**config.mk**
```make
export PLATFORM = sky130hd
export DESIGN_NAME = led_seq_ctrl
export DESIGN_NICKNAME = d
export VERILOG_FILES = /design/src/rtl/led_seq_pkg.sv /design/src/rtl/led_seq_ctrl_debounce.sv /design/src/rtl/led_seq_ctrl.sv
export SDC_FILE = /design/constraint.sdc
export NUM_CORES = 1
export LEC_CHECK = 0
export ABC_CLOCK_PERIOD_IN_PS = 2200
export CAP_MARGIN = 10
export CORE_ASPECT_RATIO = 0.5
export CORE_MARGIN = 2
export CORE_UTILIZATION = 40
export CTS_CLUSTER_DIAMETER = 40
export DETAILED_ROUTE_END_ITERATION = 8
export SLEW_MARGIN = 20
export SYNTH_ARGS = -nofsm -noshare
export SYNTH_HDL_FRONTEND = slang
export SYNTH_SLANG_ARGS = --single-unit
```
**constraint.sdc**
```tcl
create_clock -name clk -period 2.2 [get_ports clk]
set_clock_uncertainty 0.1 [all_clocks]
set_input_delay 0.44 -clock clk [delete_from_list [all_inputs] [get_ports clk]]
set_output_delay 0.44 -clock clk [all_outputs]
set_load 0.01 [all_outputs]
```
**src/rtl/led_seq_pkg.sv**
```systemverilog
// Shared state encoding and next-state helper for the LED colour sequencer.
package led_seq_pkg;

  typedef logic [1:0] led_state_t;

  localparam led_state_t IDLE  = 2'b00;
  localparam led_state_t RED   = 2'b01;
  localparam led_state_t GREEN = 2'b10;
  localparam led_state_t BLUE  = 2'b11;

  // Colour that follows the given state on one step; BLUE loops back to RED
  function automatic led_state_t seq_next(input led_state_t cur);
    led_state_t nxt;
    case (cur)
      IDLE:    nxt = RED;
      RED:     nxt = GREEN;
      GREEN:   nxt = BLUE;
      BLUE:    nxt = RED;
      default: nxt = IDLE;
    endcase
    return nxt;
  endfunction

endpackage

```
**src/rtl/led_seq_ctrl_debounce.sv**
```systemverilog
// Two-flop synchroniser plus counter debouncer for one raw button.
// Provides the debounced level and a one-cycle pulse on each press.
module button_debounce #(
  parameter int DEBOUNCE_CYCLES = 16
) (
  input  logic clk,
  input  logic rst,
  input  logic i_btn,
  output logic o_stable,
  output logic o_rise
);

  localparam int CW = (DEBOUNCE_CYCLES > 2) ? $clog2(DEBOUNCE_CYCLES) : 1;
  localparam logic [CW-1:0] CNT_LAST = CW'(DEBOUNCE_CYCLES - 1);

  logic          r_sync1;
  logic          r_sync2;
  logic          r_stable;
  logic          r_stable_q;
  logic [CW-1:0] r_cnt;

  // Sample, count disagreement with the stable level, flip once it persists
  always_ff @(posedge clk or posedge rst) begin
    if (rst) begin
      r_sync1    <= 1'b0;
      r_sync2    <= 1'b0;
      r_stable   <= 1'b0;
      r_stable_q <= 1'b0;
      r_cnt      <= '0;
    end else begin
      r_sync1    <= i_btn;
      r_sync2    <= r_sync1;
      r_stable_q <= r_stable;
      if (r_sync2 == r_stable) begin
        r_cnt <= '0;
      end else if (r_cnt == CNT_LAST) begin
        r_stable <= r_sync2;
        r_cnt    <= '0;
      end else begin
        r_cnt <= r_cnt + CW'(1);
      end
    end
  end

  assign o_stable = r_stable;
  assign o_rise   = r_stable & ~r_stable_q;

endmodule

```
**src/rtl/led_seq_ctrl.sv**
```systemverilog
// Button-driven RGB LED sequencer: IDLE -> RED -> GREEN -> BLUE -> RED.
// Optional timed auto-advance is compiled in with LED_SEQ_AUTO_ADVANCE_EN.
module led_seq_ctrl
  import led_seq_pkg::*;
#(
  parameter int DEBOUNCE_CYCLES = 16,
  parameter int CNT_W           = 8,
  parameter int AUTO_PERIOD     = 64
) (
  input  logic             clk,
  input  logic             rst,
  input  logic             push_button0,
  input  logic             push_button1,
  output logic             led_red,
  output logic             led_green,
  output logic             led_blue,
  output logic [1:0]       state_o,
  output logic [CNT_W-1:0] adv_count
);

  if ((DEBOUNCE_CYCLES < 2) || (AUTO_PERIOD < 2)) begin : g_bad_param
    $error("led_seq_ctrl: DEBOUNCE_CYCLES and AUTO_PERIOD must be at least 2");
  end

  logic w_stable0;
  logic w_step_p;
  logic w_stable1;
  logic w_restart_p;
  logic w_restart;
  logic w_step;

  led_state_t       r_state;
  logic [CNT_W-1:0] r_count;
  logic             r_led_red;
  logic             r_led_green;
  logic             r_led_blue;
  led_state_t       w_next_state;
  logic [CNT_W-1:0] w_next_count;

  button_debounce #(.DEBOUNCE_CYCLES(DEBOUNCE_CYCLES)) u_db_step (
    .clk      (clk),
    .rst      (rst),
    .i_btn    (push_button0),
    .o_stable (w_stable0),
    .o_rise   (w_step_p)
  );

  button_debounce #(.DEBOUNCE_CYCLES(DEBOUNCE_CYCLES)) u_db_restart (
    .clk      (clk),
    .rst      (rst),
    .i_btn    (push_button1),
    .o_stable (w_stable1),
    .o_rise   (w_restart_p)
  );

  // The restart button acts as a level hold; its press pulse is implied by it
  assign w_restart = w_stable1 | w_restart_p;

`ifdef LED_SEQ_AUTO_ADVANCE_EN
  localparam int TW = $clog2(AUTO_PERIOD);
  localparam logic [TW-1:0] TIMER_LAST = TW'(AUTO_PERIOD - 1);

  logic [TW-1:0] r_timer;
  logic          w_auto_step;

  assign w_auto_step = (r_timer == TIMER_LAST) && (r_state != IDLE) && !w_restart;
  assign w_step      = w_step_p | w_auto_step;

  // Idle-time counter; any step (manual or automatic), restart or IDLE clears it
  always_ff @(posedge clk or posedge rst) begin
    if (rst) begin
      r_timer <= '0;
    end else if (w_restart || (r_state == IDLE) || w_step) begin
      r_timer <= '0;
    end else begin
      r_timer <= r_timer + TW'(1);
    end
  end
`else
  assign w_step = w_step_p;
`endif

  // Next state and counter: restart hold beats any step
  always_comb begin
    w_next_state = r_state;
    w_next_count = r_count;
    if (w_restart) begin
      w_next_state = IDLE;
      w_next_count = '0;
    end else if (w_step) begin
      w_next_state = seq_next(r_state);
      w_next_count = r_count + CNT_W'(1);
    end else begin
      w_next_state = r_state;
      w_next_count = r_count;
    end
  end

  // LEDs are registered alongside the state so they change on the same edge
  always_ff @(posedge clk or posedge rst) begin
    if (rst) begin
      r_state     <= IDLE;
      r_count     <= '0;
      r_led_red   <= 1'b0;
      r_led_green <= 1'b0;
      r_led_blue  <= 1'b0;
    end else begin
      r_state     <= w_next_state;
      r_count     <= w_next_count;
      r_led_red   <= (w_next_state == RED);
      r_led_green <= (w_next_state == GREEN);
      r_led_blue  <= (w_next_state == BLUE);
    end
  end

  assign led_red   = r_led_red;
  assign led_green = r_led_green;
  assign led_blue  = r_led_blue;
  assign state_o   = r_state;
  assign adv_count = r_count;

endmodule

```
==> results_dict.tcl <==
set metrics [dict create \
    startpoint_type "flop" \
    synth_area_leaders "dfrtp_1, ha_1, a21oi_1" \
    fin_tns_setup_ns 0 \
    dr.pass1.iters 4 \
    yosysWarningCount 0 \
    wirelength_mm 1.91 \
    grt_antenna_before_repair 0 \
    grt_max_degree 29 \
    vias 770 \
    path_max_fanout 7 \
    num_rows 13 \
    vias_per_cell 4.94 \
    num-nets-final 128 \
    syn_avg_cell_area_um2 11.8 \
    slew_violations 0 \
    drive_above_1_share_pct 9.24 \
    synth_top_area_share_pct 59.4 \
    outcome "finished, final reports clean" \
    initial_core_util_pct 43.7 \
    final_area_um2 1460 \
    ys_seq_area_share_pct 59.4 \
    cts_tree "done" \
    power.density_nw_per_um2 680 \
    end_kind "output port" \
    coreArea_um2 2700 \
    grt_pass1_vias 706 \
    synthDistinctLibCells 26 \
    min_path_type "reg -> reg" \
    synthesis.area_um2 1180 \
    dieHeight_um 42.4 \
    post-route-period-util_pct 83.0 \
    grt_busiest_layer "met2" \
    die_w_um 80.8 \
    max_slew.worst_pin.slew_ns 0.526 \
    hold_viol 0 \
    crit_family "buffers and inverters" \
    arrival_ns 1.29 \
    finalSetupViolCount 0 \
    holdBufCountCts 0 \
    use_met1_pct 16.9 \
    track_usage_pct 12.5 \
    gr-total-overflow 0 \
    grt_pass1_wl_mm 3.19 \
    crit_type "reg -> out" \
    io_pins 17 \
    drtAntennaViolNets 0 \
    cts_made_buffers 3 \
    critical-path-slowest-cell "clkdlybuf4s50_1" \
    crit_path_cell_trace "clkdlybuf4s50_1" \
    ir_worst_vdd_mv 0.238 \
    cts_root_buffer "clkbuf_8" \
    drv_cap 0 \
    clockBufferDepth 2 \
    path_clk_slew_ns 0.10 \
    fin_crit_ns 1.83 \
    cp_num_buf_inv 1 \
    slew-limit-headroom_pct 64.9 \
    place_congestion 0.750 \
    p_leak_nw 0.623 \
    route.detailed.drc 0 \
    crit_required_ns 1.66 \
    syn_nets 108 \
    critPathMaxStageDelay_ns 0.57 \
    insertion_delay_ns 0.28 \
    synthToLayoutAreaGrowth_pct 23.6 \
    synth.largest_area_cell "dfrtp_1" \
    drt_iter0_markers 29 \
    die_area_um2 3420 \
    dp_hpwl_mm 1.31 \
    fmax_ghz 0.548 \
    syn_inst 100 \
    wl_per_cell_um 12.2 \
    portBuffers 16 \
    grt_setup_unrepaired "no" \
    cts_num_sinks 28 \
    place_area_um2 1390 \
    antenna_cells 0 \
    ys_seq_elements 28 \
    grt_use_met2_pct 18.3 \
    cts.htree.levels 1 \
    post_cts_resized 0 \
    cts_setup_buffers 0 \
    gr-usage-met3_pct 5.17 \
]
==> synth_stat cells <==
cell type	n
o31ai_1	3
ha_1	4
nand2b_1	1
inv_1	6
nand4_1	2
mux2_2	4
dfrtp_1	28
nor3b_1	3
xor2_1	1
or3_1	1
and3b_1	1
nand3_1	3
nand3b_2	1
o21ai_0	3
a211oi_2	1
a21oi_1	9
nor2b_1	4
nor3_1	1
nor2_1	6
nand2_1	4
nand4b_1	2
nand3b_1	1
or4_1	3
xnor2_1	5
o21a_1	1
clkbuf_1	2
==> stage by stage <==
stage	hold WS (ns)	setup WS, ns	instances	total power, mW	util (%)
floorplan	0.231	0.735	100	0.576	-
global placement	0.233	0.688	152	0.593	51.3
detailed placement	0.240	0.680	152	0.594	51.3
CTS	0.263	0.368	156	1.00	53.9
global route	0.278	0.311	156	1.04	53.9
finish	0.261	0.374	156	0.991	53.9
==> area by class of cell <==
class	count	area, µm²
Clock buffer	3	41.3
Clock inverter	1	30.0
Fill cell	253	1240
Inverter	6	22.5
Multi-Input combinational cell	64	448
Sequential cell	28	701
Tap cell	37	46.3
Timing Repair Buffer	17	168
==> final timing paths <==
kind,from,endpoint,slack [ns],depth (start not counted)
worst max-delay path,adv_count[3],adv_count[3],0.37,1
worst min-delay path,u_db_step.r_sync1,u_db_step.r_sync2,0.26,0
worst max register to register,u_db_step.r_stable_q,adv_count[7],0.67,3
worst min register to register,u_db_step.r_sync1,u_db_step.r_sync2,0.26,0
max in group asynchronous,rst,u_db_restart.r_sync1,1.34,3
min in group asynchronous,rst,u_db_step.r_stable_q,0.41,3
==> cell usage in the layout (no fill, tap or decap), drive strengths merged <==
master	instances
nor2	6
dfrtp	28
inv	6
nand3b	2
nor3b	3
buf	1
clkbuf	3
nand4	2
bufinv	1
xnor2	5
xor2	1
nand3	3
nand2b	1
ha	4
a21oi	9
or4	3
o31ai	3
clkdlybuf4s50	16
o21ai	3
and3b	1
a211oi	1
nand4b	2
nor3	1
o21a	1
nand2	4
nor2b	4
mux2	4
or3	1
==> routing by layer <==
layer	routed length, µm	share of wire (%)
met1	974	51
met2	849	44
met3	77	4.0
met4	8	0.42
met5	0	0
==> cells by family (layout without fill, tap and decap cells) <==
kind of cell / after synthesis / after routing / share of synthesized area, %
mux: 4 / 4 / 3.82
xor+xnor: 6 / 6 / 4.46
flops: 28 / 28 / 59.4
fa+ha+maj: 4 / 4 / 4.25
compound gates: 17 / 17 / 8.70
buf+inv: 8 / 27 / 2.55
simple gates: 33 / 33 / 16.8
==> power breakdown <==
group	total, mW	internal [mW]	switching, mW
Clock	0.408	0.244	0.164
Sequential	0.540	0.528	0.0118
Combinational	0.0425	0.0209	0.0216
Total	0.991	0.793	0.198
==> flip-flops by register name, summed over array words and instances (netlist names) <==
| name | cells |
|---|---|
| adv_count | 8 |
| u_db_restart.r_cnt | 4 |
| u_db_step.r_cnt | 4 |
| state_o | 2 |
| led_blue | 1 |
| led_green | 1 |
| led_red | 1 |
| u_db_restart.o_stable | 1 |
| u_db_restart.r_sync1 | 1 |
| u_db_restart.r_sync2 | 1 |
| u_db_step.o_stable | 1 |
| u_db_step.r_stable_q | 1 |
| u_db_step.r_sync1 | 1 |
| u_db_step.r_sync2 | 1 |
(Power assumes the default switching activity.)
